### src/rtl/bip_fetch_decode_if.sv
// Program-memory fetch port and decoded execute-control strobes of the BIP fetch/decode stage.
// master = fetch/decode block, slave = program memory plus execute datapath.
interface bip_fetch_decode_if #(
  parameter int AB = 11,
  parameter int DB = 16,
  parameter int CW = 16
);
  logic          start;
  logic          en;
  logic [DB-1:0] Data;
  logic [AB-1:0] Addr;
  logic [AB-1:0] Operand;
  logic          WrAcc;
  logic [1:0]    SelA;
  logic          SelB;
  logic          Op;
  logic          WrRam;
  logic          RdRam;
  logic          running;
  logic          halted;
  logic          illegal;
  logic [CW-1:0] instr_count;

  modport master (
    input  start, en, Data,
    output Addr, Operand, WrAcc, SelA, SelB, Op, WrRam, RdRam,
           running, halted, illegal, instr_count
  );

  modport slave (
    output start, en, Data,
    input  Addr, Operand, WrAcc, SelA, SelB, Op, WrRam, RdRam,
           running, halted, illegal, instr_count
  );
endinterface

### src/rtl/bip_fetch_decode.sv
// BIP fetch/decode stage: PC-driven program fetch into IR, opcode decode into
// accumulator/mux/RAM strobes, IDLE/RUN/HALT control and a saturating retire counter.
module bip_fetch_decode #(
  parameter int AB = 11,
  parameter int DB = 16,
  parameter int CW = 16
) (
  input logic                clk,
  input logic                rst,
  bip_fetch_decode_if.master bus
);

  localparam logic [1:0] S_IDLE = 2'd0;
  localparam logic [1:0] S_RUN  = 2'd1;
  localparam logic [1:0] S_HALT = 2'd2;

  localparam logic [4:0] OP_HLT  = 5'b00000;
  localparam logic [4:0] OP_STO  = 5'b00001;
  localparam logic [4:0] OP_LD   = 5'b00010;
  localparam logic [4:0] OP_LDI  = 5'b00011;
  localparam logic [4:0] OP_ADD  = 5'b00100;
  localparam logic [4:0] OP_ADDI = 5'b00101;
  localparam logic [4:0] OP_SUB  = 5'b00110;
  localparam logic [4:0] OP_SUBI = 5'b00111;

  logic [1:0]    state_q, state_d;
  logic [AB-1:0] pc_q, pc_d;
  logic [DB-1:0] ir_q, ir_d;
  logic          ir_valid_q, ir_valid_d;
  logic [CW-1:0] cnt_q, cnt_d;

  // The opcode is always the top five instruction bits; any bits between it
  // and the operand field (only present when AB < DB-5) are ignored.
  logic [4:0] opcode;
  logic       active;
  logic       decode_hlt;

  assign opcode     = ir_q[DB-1 -: 5];
  assign active     = (state_q == S_RUN) && ir_valid_q && bus.en;
  assign decode_hlt = active && (opcode == OP_HLT);

  // NOTE: every always_comb output gets a default first so no latch is inferred.
  always_comb begin
    state_d    = state_q;
    pc_d       = pc_q;
    ir_d       = ir_q;
    ir_valid_d = ir_valid_q;
    cnt_d      = cnt_q;
    if (bus.en) begin
      case (state_q)
        S_IDLE: if (bus.start) state_d = S_RUN;
        S_RUN: begin
          if (active && (cnt_q != {CW{1'b1}})) cnt_d = cnt_q + 1'b1;
          if (decode_hlt) begin
            // The fetch running alongside HLT is dropped and PC stays put.
            state_d    = S_HALT;
            ir_valid_d = 1'b0;
          end else begin
            ir_d       = bus.Data;
            ir_valid_d = 1'b1;
            pc_d       = pc_q + 1'b1;
          end
        end
        S_HALT: begin
          if (bus.start) begin
            state_d    = S_RUN;
            pc_d       = '0;
            cnt_d      = '0;
            ir_valid_d = 1'b0;
          end
        end
        default: state_d = S_IDLE;
      endcase
    end
  end

  // NOTE: sequential state uses non-blocking assignments so every register
  // samples the pre-edge values of the others.
  always_ff @(posedge clk or posedge rst) begin
    if (rst) begin
      state_q    <= S_IDLE;
      pc_q       <= '0;
      ir_q       <= '0;
      ir_valid_q <= 1'b0;
      cnt_q      <= '0;
    end else begin
      state_q    <= state_d;
      pc_q       <= pc_d;
      ir_q       <= ir_d;
      ir_valid_q <= ir_valid_d;
      cnt_q      <= cnt_d;
    end
  end

  logic       wr_acc, sel_b, alu_op, wr_ram, rd_ram, illegal_op;
  logic [1:0] sel_a;

  // Gating with active keeps a frozen or not-yet-valid IR from being executed.
  always_comb begin
    wr_acc     = 1'b0;
    sel_a      = 2'b00;
    sel_b      = 1'b0;
    alu_op     = 1'b0;
    wr_ram     = 1'b0;
    rd_ram     = 1'b0;
    illegal_op = 1'b0;
    if (active) begin
      case (opcode)
        OP_HLT: ;
        OP_STO: wr_ram = 1'b1;
        OP_LD: begin
          rd_ram = 1'b1;
          wr_acc = 1'b1;
        end
        OP_LDI: begin
          wr_acc = 1'b1;
          sel_a  = 2'b01;
        end
        OP_ADD: begin
          rd_ram = 1'b1;
          wr_acc = 1'b1;
          sel_a  = 2'b10;
        end
        OP_ADDI: begin
          wr_acc = 1'b1;
          sel_a  = 2'b10;
          sel_b  = 1'b1;
        end
        OP_SUB: begin
          rd_ram = 1'b1;
          wr_acc = 1'b1;
          sel_a  = 2'b10;
          alu_op = 1'b1;
        end
        OP_SUBI: begin
          wr_acc = 1'b1;
          sel_a  = 2'b10;
          sel_b  = 1'b1;
          alu_op = 1'b1;
        end
        default: illegal_op = 1'b1;
      endcase
    end
  end

  assign bus.Addr        = pc_q;
  assign bus.Operand     = ir_q[AB-1:0];
  assign bus.WrAcc       = wr_acc;
  assign bus.SelA        = sel_a;
  assign bus.SelB        = sel_b;
  assign bus.Op          = alu_op;
  assign bus.WrRam       = wr_ram;
  assign bus.RdRam       = rd_ram;
  assign bus.illegal     = illegal_op;
  assign bus.running     = (state_q == S_RUN);
  assign bus.halted      = (state_q == S_HALT);
  assign bus.instr_count = cnt_q;

endmodule

### src/flat_wrapper.sv
// flat-port wrapper written by rule: the top's interface ports become plain ports
module bip_fetch_decode_flat 
#(
  parameter int AB = 11,
  parameter int DB = 16,
  parameter int CW = 16
)
  (clk, rst, bus_start, bus_en, bus_Data, bus_Addr, bus_Operand, bus_WrAcc, bus_SelA, bus_SelB, bus_Op, bus_WrRam, bus_RdRam, bus_running, bus_halted, bus_illegal, bus_instr_count);
  bip_fetch_decode_if #(.AB(AB), .DB(DB), .CW(CW)) bus_i ();
  input logic clk;
  input logic rst;
  input wire logic [$bits(bus_i.start)-1:0] bus_start;
  input wire logic [$bits(bus_i.en)-1:0] bus_en;
  input wire logic [$bits(bus_i.Data)-1:0] bus_Data;
  output wire logic [$bits(bus_i.Addr)-1:0] bus_Addr;
  output wire logic [$bits(bus_i.Operand)-1:0] bus_Operand;
  output wire logic [$bits(bus_i.WrAcc)-1:0] bus_WrAcc;
  output wire logic [$bits(bus_i.SelA)-1:0] bus_SelA;
  output wire logic [$bits(bus_i.SelB)-1:0] bus_SelB;
  output wire logic [$bits(bus_i.Op)-1:0] bus_Op;
  output wire logic [$bits(bus_i.WrRam)-1:0] bus_WrRam;
  output wire logic [$bits(bus_i.RdRam)-1:0] bus_RdRam;
  output wire logic [$bits(bus_i.running)-1:0] bus_running;
  output wire logic [$bits(bus_i.halted)-1:0] bus_halted;
  output wire logic [$bits(bus_i.illegal)-1:0] bus_illegal;
  output wire logic [$bits(bus_i.instr_count)-1:0] bus_instr_count;
  assign bus_i.start = bus_start;
  assign bus_i.en = bus_en;
  assign bus_i.Data = bus_Data;
  assign bus_Addr = bus_i.Addr;
  assign bus_Operand = bus_i.Operand;
  assign bus_WrAcc = bus_i.WrAcc;
  assign bus_SelA = bus_i.SelA;
  assign bus_SelB = bus_i.SelB;
  assign bus_Op = bus_i.Op;
  assign bus_WrRam = bus_i.WrRam;
  assign bus_RdRam = bus_i.RdRam;
  assign bus_running = bus_i.running;
  assign bus_halted = bus_i.halted;
  assign bus_illegal = bus_i.illegal;
  assign bus_instr_count = bus_i.instr_count;
  bip_fetch_decode #(.AB(AB), .DB(DB), .CW(CW)) u_core (.clk(clk), .rst(rst), .bus(bus_i));
endmodule
### config.mk
export PLATFORM = sky130hd
export DESIGN_NAME = bip_fetch_decode_flat
export DESIGN_NICKNAME = d
export VERILOG_FILES = /design/src/rtl/bip_fetch_decode_if.sv /design/src/rtl/bip_fetch_decode.sv /design/src/flat_wrapper.sv
export SDC_FILE = /design/constraint.sdc
export NUM_CORES = 1
export LEC_CHECK = 0
export BUFFER_PORTS_ARGS = -buffer_cell sky130_fd_sc_hd__buf_2
export CAP_MARGIN = 30
export CORE_MARGIN = 4
export CORE_UTILIZATION = 56
export CTS_CLUSTER_SIZE = 40
export DETAILED_ROUTE_END_ITERATION = 12
export PLACE_DENSITY = 0.92
export SLEW_MARGIN = 20
export SYNTH_ARGS = -nofsm -noshare
export SYNTH_HDL_FRONTEND = slang
export SYNTH_SLANG_ARGS = --single-unit
### constraint.sdc
create_clock -name clk -period 4 [get_ports clk]
set_input_delay 1 -clock clk [delete_from_list [all_inputs] [get_ports clk]]
set_output_delay 1 -clock clk [all_outputs]
set_load 0.05 [all_outputs]
After elaboration in Yosys (flattened, before gate mapping) --
Index checks and enable logic that the tools add are counted.
Storage, ports and cells: register bits 46, input port bits 20, output and inout port bits 48
Operators by class: $add $sub $neg 2, eq/ne operators 15, mux-type cells 26, bitwise logic cells 1, reductions and logical operators 19
Operator list (count):
- 2-to-1 mux 16 bit | 2
- case mux 16 bit (2 select lines) | 1
- 2-to-1 mux 11 bit | 2
- case mux 11 bit (2 select lines) | 1
- == test 5 x 3 -> 1 bit (second input constant) | 4
- adder 16 x 1 -> 16 bit (second input constant) | 1
- inequality test 16 bit (second input constant) | 1
- 2-to-1 mux 1 bit | 14
- adder 11 x 1 -> 11 bit (second input constant) | 1
- == test 5 x 2 -> 1 bit (second input constant) | 2
- AND reduction 3 bit | 3
- case mux 2 bit (2 select lines) | 2
- AND reduction 4 bit | 2
- OR reduction 8 bit | 1
- 2-to-1 mux 2 bit | 3
- inequality test 2 x 1 -> 1 bit (second input constant) | 3
- OR reduction 2 bit | 3
- OR reduction 6 bit | 1
- == test 5 x 1 -> 1 bit (second input constant) | 1
- zero test 5 bit | 1
- logical AND 1 bit | 4
- inequality test 2 bit (second input constant) | 2
- OR reduction 4 bit | 1
- OR reduction 3 bit | 1
- 6 further kinds | 6

Depth between registers and ports, before layout --
Gate-level depths: netlist of run 1.
depth after elaboration 6, mapped depth 7, depth with buffers taken out 5

Worst setup path after synthesis of run 1 --
Ideal clock, no wire load.
path kind input to output, start in bus_en, end out bus_RdRam, arrival time 2.954 ns, data required time 3.000 ns, setup slack 0.046 ns, cell stages on the path 6, buffers on the path 3, path through buf_2 and4b_1 clkbuf_1 buf_2 nand2_1 nor3_1
Between the ends: longest elaborated chain between the ends 2
Ends and longest elaborated chain:
- start: declaration | RTL line flat_wrapper.sv:13 | input wire logic [$bits(bus_i.en)-1:0] bus_en;
- logical AND 1 bit | RTL line bip_fetch_decode.sv:39 | assign active = (state_q == S_RUN) && ir_valid_q && bus.en;
- 2-to-1 mux 1 bit | RTL line bip_fetch_decode.sv:107 | if (active) begin
- end: declaration | RTL line flat_wrapper.sv:22 | output wire logic [$bits(bus_i.RdRam)-1:0] bus_RdRam;
Every way passes these cells.

Worst setup path in the final report of run 1 --
start in bus_en, end out bus_SelB
Between the ends: longest elaborated chain between the ends 2
Ends and longest elaborated chain:
- logical AND 1 bit | RTL line bip_fetch_decode.sv:39
- 2-to-1 mux 1 bit | RTL line bip_fetch_decode.sv:107
- end: declaration | RTL line flat_wrapper.sv:19 | output wire logic [$bits(bus_i.SelB)-1:0] bus_SelB;
Every way passes these cells.

==> results.sh, run 1 <==
export IMPL_grt_pass1_wl_mm=9.459
export IMPL_setup_viol=0
export IMPL_clockBufferDepth=2
export IMPL_overflow=0
export IMPL_synthMuxAreaShare=0.01286
export IMPL_period_share=0.7906
export IMPL_initial_core_util=0.5807
export IMPL_seq_area_frac_synth=0.4552
export IMPL_synthArstFlopShare=1.000
export IMPL_fin_ws_ns=0.8374
export IMPL_grt_max_degree=47
export IMPL_coreArea_sq_mm=0.004354
export IMPL_die_x_um=75.20
export IMPL_antenna_found_initial=0
export IMPL_maxCapViolations=0
export IMPL_end_kind="output pin"
export IMPL_clk_pin_slew_ns=0.08
export IMPL_syn_area_sq_mm=0.002529
export IMPL_yosys_warnings=0
export IMPL_syn_avg_cell_area_sq_um=9.063
export IMPL_setup_tns_ns=0
export IMPL_place_area_sq_mm=0.002816
export IMPL_layout_common_cells="67 x buf_2, 52 x nand2_1, 46 x dfrtp_1, 16 x a31oi_1, 13 x a21oi_1"
export IMPL_synth_edff_count=0
export IMPL_worst_pin_slew_ns=0.7228
export IMPL_hp_class="reg2reg"
export IMPL_cts_sinks=46
export IMPL_nNetsFinal=356
export IMPL_first_global_vias=2044
export IMPL_finish_utilization=0.6724
export IMPL_num_io_pins=68
export IMPL_power_mw=2.187
export IMPL_synthAdderAreaFrac=0.009896
export IMPL_synth_seq_cells=46
export IMPL_powerDensity_mw_per_mm2=747.0
export IMPL_detail_route_antenna_nets=0
export IMPL_synth_compound_area_frac=0.1910
export IMPL_routed_via_density=6.067
export IMPL_dieHeight_um=75.20
export IMPL_cts_made_buffers=5
export IMPL_grt_usage=0.2179
export IMPL_drt_iter0_markers=218
export IMPL_portBuffers=67
export IMPL_clock_fmax_mhz=316.2
export IMPL_finalHoldViolCount=0
export IMPL_synth_top_family_by_area="simple AND/OR/NAND/NOR gates"
export IMPL_yosys_area_share_xor_xnor=0
export IMPL_gp_congestion=0.8357
export IMPL_syn_instance_count=279
export IMPL_post_cts_buffers=0
export IMPL_required_ns=3.00
export IMPL_synthToLayoutAreaGrowth_pct=15.78
export IMPL_clk_latency_ns=0.30
export IMPL_min_period_ns=3.163
export IMPL_startpoint_type="input port"
export IMPL_die_area_sq_mm=0.005654
export IMPL_rows=24
export IMPL_mappedNetlistNets=301
export IMPL_slew_violations=0
export IMPL_synthDistinctLibCells=50
export IMPL_worstPathMaxFanout=10
export IMPL_layout_commonest_cell="buf_2"
export IMPL_wire_per_inst_um=15.44
export IMPL_p_leak_nw=1.453
export IMPL_dp_hpwl_mm=4.323
export IMPL_synth_ff_type="dfrtp_1"
export IMPL_cts_resized=0
export IMPL_synth_simple_area_share=0.2603
export IMPL_rsz0062_at_grt="false"
export IMPL_cts_root_buf="clkbuf_8"
export IMPL_outcome="completed"
export IMPL_wirelength_mm=5.975
export IMPL_slew_headroom=0.5170
export IMPL_postCtsHoldBufs=0
export IMPL_cts_tree="yes"
export IMPL_critPathKind="in2out"
export IMPL_vias=2348
export IMPL_vdd_drop_max_v=0.0003998
export IMPL_antenna_cells=0
export IMPL_drive_above_1_share=0.2806
export IMPL_htreeDepth=2
export IMPL_nFillCells=357
export IMPL_fin_worst_skew_ns=0.002631
export IMPL_dp_slack_ns=0.8606
export IMPL_worstPathArrival_ns=2.16
export IMPL_drt_pass1_iterations=4
export IMPL_design_area_sq_mm=0.002928
export IMPL_remaining_drc_errors=0
## worst max-delay path, cell delays in order
cell and delay [ns]:
buf_2 0.22, and4b_1 0.31, and3_1 0.23, and2_1 0.15
buf_2 0.26
## cells in the mapped netlist, types with 3 or more instances
library cell | number | area share
buf_2 | 8 | 0.016
nor2_1 | 12 | 0.018
nand3_1 | 11 | 0.022
or2_2 | 3 | 0.0074
o21ai_1 | 3 | 0.0059
and3_1 | 4 | 0.0099
o21ai_0 | 8 | 0.016
buf_4 | 11 | 0.033
a21boi_0 | 3 | 0.0089
a31oi_1 | 16 | 0.040
clkbuf_1 | 3 | 0.0045
or4_1 | 4 | 0.012
nor3_1 | 9 | 0.018
o211ai_1 | 4 | 0.012
a21oi_1 | 13 | 0.026
nand4_1 | 8 | 0.020
o21a_1 | 6 | 0.018
a2bb2oi_1 | 3 | 0.010
nand2_1 | 52 | 0.077
inv_1 | 11 | 0.016
and2_1 | 3 | 0.0074
nor4_1 | 6 | 0.015
dfrtp_1 | 46 | 0.46
## cells by family after synthesis
| logic type | Yosys count |
|---|---|
| simple gates | 124 |
| compound gates | 70 |
| flops | 46 |
| buf+inv | 34 |
| mux | 3 |
| fa+ha+maj | 2 |
## power breakdown
| group | internal (mW) | switching (mW) | leakage, nW |
|---|---|---|---|
| registers | 0.610 | 0.170 | 0.560 |
| logic | 0.281 | 0.835 | 0.844 |
| clock network | 0.140 | 0.152 | 0.0482 |
| total | 1.03 | 1.16 | 1.45 |
## final cells by class
class                           instances  area, sq um  share of cell area
Timing Repair Buffer                   70        370.4              0.1265
Tap cell                               52        65.06             0.02222
Sequential cell                        46         1151              0.3932
Clock buffer                            7        86.33             0.02949
Multi-Input combinational cell        199         1205              0.4115
Clock inverter                          1        5.005            0.001709
Inverter                               12        45.04             0.01538
## per-layer routing
layer / global-route usage / wire (um) / vias up
met2: 0.3675 / 2936 / 97
met4: 0.06602 / 67 / 0
met3: 0.04806 / 427 / 8
met1: 0.2814 / 2543 / 1124
met5: 0 / 0 / -
li1: - / - / 1119
## worst paths after layout
path | from | end | slack (ns) | cells after the start
setup / recovery | bus_en | bus_SelB | 0.84 | 5
hold / removal | u_core.ir_q[10] | u_core.ir_q[10] | 0.48 | 2
setup reg to reg | u_core.state_q[0] | u_core.bus.instr_count[6] | 1.72 | 5
hold reg to reg | u_core.ir_q[10] | u_core.ir_q[10] | 0.48 | 2
max in group asynchronous | rst | u_core.bus.Addr[3] | 2.85 | 3
min in group asynchronous | rst | u_core.ir_q[1] | 0.68 | 2
## stage by stage
step / cells / hold WS [ns]
after floorplan: 279 / 0.4469
after global placement: 378 / 0.4534
after detailed placement: 378 / 0.4625
after CTS: 386 / 0.4840
after global routing: 387 / 0.4963
final: 387 / 0.4778
## registers in the layout, indices dropped and copies added, names as in the netlist
register and cells:
u_core.bus.Addr 11, u_core.bus.instr_count 16, u_core.state_q 2, u_core.ir_valid_q 1, u_core.ir_q 16
Power figures use the tool's default switching activity.
==> run 2: changes to the inputs <==
--- a/config.mk
+++ b/config.mk
@@ -8,10 +8,10 @@
 export BUFFER_PORTS_ARGS = -buffer_cell sky130_fd_sc_hd__buf_2
 export CAP_MARGIN = 30
 export CORE_MARGIN = 4
-export CORE_UTILIZATION = 56
+export CORE_UTILIZATION = 52
 export CTS_CLUSTER_SIZE = 40
 export DETAILED_ROUTE_END_ITERATION = 12
-export PLACE_DENSITY = 0.92
+export PLACE_DENSITY = 0.87
 export SLEW_MARGIN = 20
 export SYNTH_ARGS = -nofsm -noshare
 export SYNTH_HDL_FRONTEND = slang
==> constraint.sdc (replaced) <==
create_clock -name clk -period 3.2 [get_ports clk]
set_input_delay 0.8 -clock clk [delete_from_list [all_inputs] [get_ports clk]]
set_output_delay 0.8 -clock clk [all_outputs]
set_load 0.05 [all_outputs]
==> run 2 against run 1 <==
Against the previous run:
- worst hold slack barely moved
- global-route usage grew 0.23 points
- clock skew up 0.0018 ns
- first-iteration DRC count decreased by 33%
- critical path type unchanged
- largest cell class unchanged
==> results.sh, run 2 (synthesis results as in run 1) <==
export IMPL_outcome="completed"
export IMPL_hold_path_cell_count=2
export IMPL_worstPathMaxFanout=10
export IMPL_nNetsFinal=357
export IMPL_cts_tree="yes"
export IMPL_clk_pin_slew_ns=0.09
export IMPL_timing_hold_ws_ns=0.4778
export IMPL_dp_hpwl_mm=4.465
export IMPL_drt_iter0_markers=146
export IMPL_layout_common_cells="67 x buf_2, 52 x nand2_1, 46 x dfrtp_1, 16 x a31oi_1, 13 x a21oi_1"
export IMPL_critPathKind="in2out"
export IMPL_hp_class="reg2reg"
export IMPL_die_x_um=77.74
export IMPL_p_leak_nw=1.467
export IMPL_setup_viol=0
export IMPL_remaining_drc_errors=0
export IMPL_required_ns=2.40
export IMPL_startpoint_type="input port"
export IMPL_vdd_drop_max_v=0.0005165
export IMPL_period_share=0.8803
export IMPL_gp_congestion=0.8738
export IMPL_grt_pass1_wl_mm=10.85
export IMPL_routed_via_density=5.921
export IMPL_min_period_ns=2.817
export IMPL_wirelength_mm=6.361
export IMPL_vias=2386
export IMPL_cts_sinks=46
export IMPL_design_area_sq_mm=0.002975
export IMPL_power_mw=2.828
export IMPL_crit_top_cell="buf_2"
export IMPL_worstPathArrival_ns=2.02
export IMPL_clk_latency_ns=0.30
export IMPL_layout_commonest_cell="buf_2"
export IMPL_dieHeight_um=77.74
export IMPL_antenna_cells=0
export IMPL_wire_per_inst_um=15.78
export IMPL_path_cells="buf_2 -> and4b_1 -> nand3_1 -> nor3b_2 -> buf_2"
export IMPL_drt_pass1_iterations=5
export IMPL_num_io_pins=68
export IMPL_end_kind="output pin"
export IMPL_clock_fmax_mhz=355.0
export IMPL_place_area_sq_mm=0.002865
export IMPL_slowest_delay_ns=0.33
export IMPL_clockBufferDepth=2
export IMPL_powerDensity_mw_per_mm2=950.4
export IMPL_cts_made_buffers=5
export IMPL_cts_resized=0
export IMPL_grt_max_degree=47
export IMPL_htreeDepth=2
export IMPL_postCtsHoldBufs=0
export IMPL_overflow=0
export IMPL_cts_root_buf="clkbuf_8"
export IMPL_rsz0062_at_grt="false"
export IMPL_rows=25
export IMPL_drive_above_1_share=0.2946
export IMPL_detail_route_antenna_nets=0
export IMPL_die_area_sq_mm=0.006043
export IMPL_first_global_vias=2302
export IMPL_finalHoldViolCount=0
export IMPL_antenna_found_initial=0
export IMPL_setup_tns_ns=0
export IMPL_fin_worst_skew_ns=0.004479
export IMPL_portBuffers=67
export IMPL_slew_violations=0
export IMPL_slew_headroom=0.4732
export IMPL_reg2reg_setup_slack_ns=1.04
export IMPL_initial_core_util=0.5354
export IMPL_coreArea_sq_mm=0.004723
export IMPL_grt_usage=0.2202
export IMPL_worstRegToRegCells=5
export IMPL_worst_pin_slew_ns=0.7893
export IMPL_critPathSlowestCell="and4b_1"
export IMPL_place_inst=395
export IMPL_instances_no_fill=403
export IMPL_synthToLayoutAreaGrowth_pct=17.66
export IMPL_maxCapViolations=0
export IMPL_post_cts_buffers=0
run 2: final cells by class:
class	count	area (sq um)
fillers	404	1748
multi-input cells	199	1220
flip-flops and latches	46	1151
repair buffers	71	365.4
well taps	67	83.83
clock buffers	5	68.82
inverters	12	46.29
clock inverters	3	40.04
run 2: routing by layer:
layer	track usage	wire length (um)	vias to the layer above
li1	-	-	1114
met5	0	0	-
met3	0.04524	524	21
met2	0.3682	3060	127
met1	0.2818	2634	1124
met4	0.07829	141	0
run 2: where the power goes:
part / internal (mW) / switching, mW / total [mW]
Combinational: 0.355 / 1.05 / 1.41
Clock: 0.230 / 0.199 / 0.429
Sequential: 0.762 / 0.227 / 0.989
run 2: path summary, 6_finish.rpt:
check | from | endpoint
worst max register to register | u_core.bus.instr_count[1] | u_core.bus.instr_count[11]
max in group asynchronous | rst | u_core.bus.instr_count[13]
worst min register to register | u_core.ir_q[10] | u_core.ir_q[10]
worst max-delay path | bus_en | bus_SelA[0]
min in group asynchronous | rst | u_core.bus.instr_count[6]
worst min-delay path | u_core.ir_q[10] | u_core.ir_q[10]
run 2: metrics by stage:
| stage | utilization | setup WS [ns] |
|---|---|---|
| 2_1_floorplan | - | 0.01451 |
| 3_3_place_gp | 0.6066 | 0.4726 |
| 3_5_place_dp | 0.6066 | 0.3892 |
| 4_1_cts | 0.6297 | 0.3875 |
| 5_1_grt | 0.6299 | 0.3087 |
| 6_report | 0.6299 | 0.3831 |
run 2: worst max-delay path, delay by kind of cell:
kind	cells	cell delay, ns
AND/OR/NAND/NOR	3	0.71
buffers and inverters	2	0.50
==> run 3: changes to the inputs <==
--- a/config.mk
+++ b/config.mk
@@ -7,8 +7,10 @@
 export LEC_CHECK = 0
 export BUFFER_PORTS_ARGS = -buffer_cell sky130_fd_sc_hd__buf_2
 export CAP_MARGIN = 30
+export CELL_PAD_IN_SITES_DETAIL_PLACEMENT = 1
+export CELL_PAD_IN_SITES_GLOBAL_PLACEMENT = 2
 export CORE_MARGIN = 4
-export CORE_UTILIZATION = 52
+export CORE_UTILIZATION = 31
 export CTS_CLUSTER_SIZE = 40
 export DETAILED_ROUTE_END_ITERATION = 12
 export PLACE_DENSITY = 0.87
==> run 3 against run 2 <==
Against the previous run:
- non-clock buffer count is 2 higher
- utilization shrank 25 points
- critical path depth did not move
- combinational power about the same
- sequential share of layout area decreased by 0.51 points
- global-route usage is 6.4 points lower
- maximum frequency is 2.5% higher
- total power down 1.8%
- final area up 1.3%
- critical path type unchanged
- largest power group unchanged
==> results.sh, run 3 (synthesis results as in run 1) <==
export IMPL_startpoint_type="input port"
export IMPL_postCtsHoldBufs=0
export IMPL_power_mw=2.777
export IMPL_antenna_cells=0
export IMPL_num_io_pins=68
export IMPL_wirelength_mm=7.299
export IMPL_drt_pass1_iterations=4
export IMPL_comb_power_share=0.510
export IMPL_grt_pass1_wl_mm=12.52
export IMPL_p_sw_frac=0.5341
export IMPL_gp_congestion=0.8010
export IMPL_synthToLayoutAreaGrowth_pct=19.25
export IMPL_hp_class="reg2reg"
export IMPL_worstPathMaxFanout=10
export IMPL_period_share=0.8584
export IMPL_path_cells="buf_2 -> and4b_1 -> nand3_1 -> nor3b_2 -> buf_2"
export IMPL_vdd_drop_max_v=0.0005122
export IMPL_worst_pin_slew_ns=0.8179
export IMPL_cts_made_buffers=5
export IMPL_critPathKind="in2out"
export IMPL_overflow=0
export IMPL_p_leak_nw=1.466
export IMPL_die_area_sq_mm=0.009666
export IMPL_drt_iter0_markers=88
export IMPL_rows=32
export IMPL_fin_ws_ns=0.4531
export IMPL_fin_worst_skew_ns=0.01147
export IMPL_maxCapViolations=0
export IMPL_first_global_vias=2401
export IMPL_portBuffers=67
export IMPL_worstPathArrival_ns=1.95
export IMPL_seq_power_share=0.357
export IMPL_grt_max_degree=26
export IMPL_outcome="completed"
export IMPL_finalHoldViolCount=0
export IMPL_critPathSlowestCell="and4b_1"
export IMPL_cts_sinks=46
export IMPL_remaining_drc_errors=0
export IMPL_dp_slack_ns=0.4468
export IMPL_slew_violations=0
export IMPL_clock_fmax_mhz=364.0
export IMPL_crit_top_cell="buf_2"
export IMPL_coreArea_sq_mm=0.007848
export IMPL_detail_route_antenna_nets=0
export IMPL_place_area_sq_mm=0.002924
export IMPL_nFillCells=955
export IMPL_routed_via_density=5.225
export IMPL_initial_core_util=0.3222
export IMPL_p_int_mw=1.294
export IMPL_p_sw_mw=1.483
export IMPL_clk_pin_slew_ns=0.08
export IMPL_required_ns=2.40
export IMPL_cts_resized=0
export IMPL_nNetsFinal=359
export IMPL_cts_tree="yes"
export IMPL_rsz0062_at_grt="false"
export IMPL_clk_latency_ns=0.30
export IMPL_multi_input_area_sq_mm=0.001220
export IMPL_post_cts_buffers=0
export IMPL_vias=2299
export IMPL_wire_per_inst_um=16.59
export IMPL_place_inst=432
export IMPL_grt_usage=0.1560
export IMPL_layout_common_cells="67 x buf_2, 52 x nand2_1, 46 x dfrtp_1, 16 x a31oi_1, 13 x a21oi_1"
export IMPL_layout_commonest_cell="buf_2"
export IMPL_critPathTopFamily="simple AND/OR/NAND/NOR gates"
export IMPL_dp_hpwl_mm=5.343
export IMPL_powerDensity_mw_per_mm2=921.0
export IMPL_clockBufferDepth=2
export IMPL_drive_above_1_share=0.2959
export IMPL_end_kind="output pin"
export IMPL_antenna_found_initial=0
export IMPL_regArea_sq_mm=0.001151
export IMPL_slowest_delay_ns=0.29
export IMPL_path_buf_inv=2
export IMPL_setup_tns_ns=0
export IMPL_slew_headroom=0.4547
export IMPL_min_period_ns=2.747
export IMPL_die_x_um=98.32
export IMPL_instances_no_fill=440
export IMPL_cts_root_buf="clkbuf_8"
export IMPL_design_area_sq_mm=0.003015
export IMPL_clock_power_share=0.132
export IMPL_dieHeight_um=98.32
export IMPL_setup_viol=0
export IMPL_htreeDepth=2
==> run 3: cell count changes in the layout (fill, tap and decap cells not counted) <==
cell,change
bufinv_16,-1
clkbuf_1,+1
clkinv_2,-2
inv_2,+1
clkbuf_8,+1
buf_4,+2
==> run 3: worst paths after layout <==
check	start	to	slack, ns	cells after the start
min in group asynchronous	rst	u_core.bus.instr_count[13]	0.53	2
max in group asynchronous	rst	u_core.ir_q[2]	1.93	3
worst max register to register	u_core.bus.instr_count[1]	u_core.bus.instr_count[11]	0.95	5
worst min-delay path	u_core.ir_q[10]	u_core.ir_q[10]	0.47	2
worst min register to register	u_core.ir_q[10]	u_core.ir_q[10]	0.47	2
worst max-delay path	bus_en	bus_SelA[0]	0.45	5
==> run 3: cell type report <==
class / count / area share
clock inverter: 1 / 0.001660
inverter: 12 / 0.01494
tap: 102 / 0.04232
timing repair buffer: 73 / 0.1261
multi-input combinational: 199 / 0.4046
clock buffer: 7 / 0.02863
sequential: 46 / 0.3817
==> run 3: power by group through the flow <==
stage / clock [mW] / sequential, mW / combinational, mW
after floorplan: 0 / 1.23 / 0.896
after global routing: 0.407 / 1.03 / 1.54
after global placement: 0 / 0.991 / 1.40
after CTS: 0.387 / 0.995 / 1.43
final: 0.368 / 0.993 / 1.42
after detailed placement: 0 / 1.00 / 1.43
==> run 3: layer usage <==
layer  GRT usage  vias up  wire (um)
met5           0        -          0
met4     0.03151        0         44
met3     0.03357        2        307
met2      0.2611       50       3525
met1      0.2085     1130       3421
li1            -     1117          -
==> run 3: worst reg2reg max path: stages (launching register included) <==
cell and delay, ns:
dfrtp_1 0.46, ha_1 0.27, nand4_2 0.25, or4_1 0.80, a31oi_1 0.28, a21oi_1 0.06
==> run 3: stage by stage <==
step | hold slack, ns | util
CTS | 0.4798 | 0.3842
global placement | 0.4532 | 0.3726
global route | 0.4992 | 0.3842
finish | 0.4739 | 0.3842
floorplan | 0.4469 | -
detailed placement | 0.4583 | 0.3726
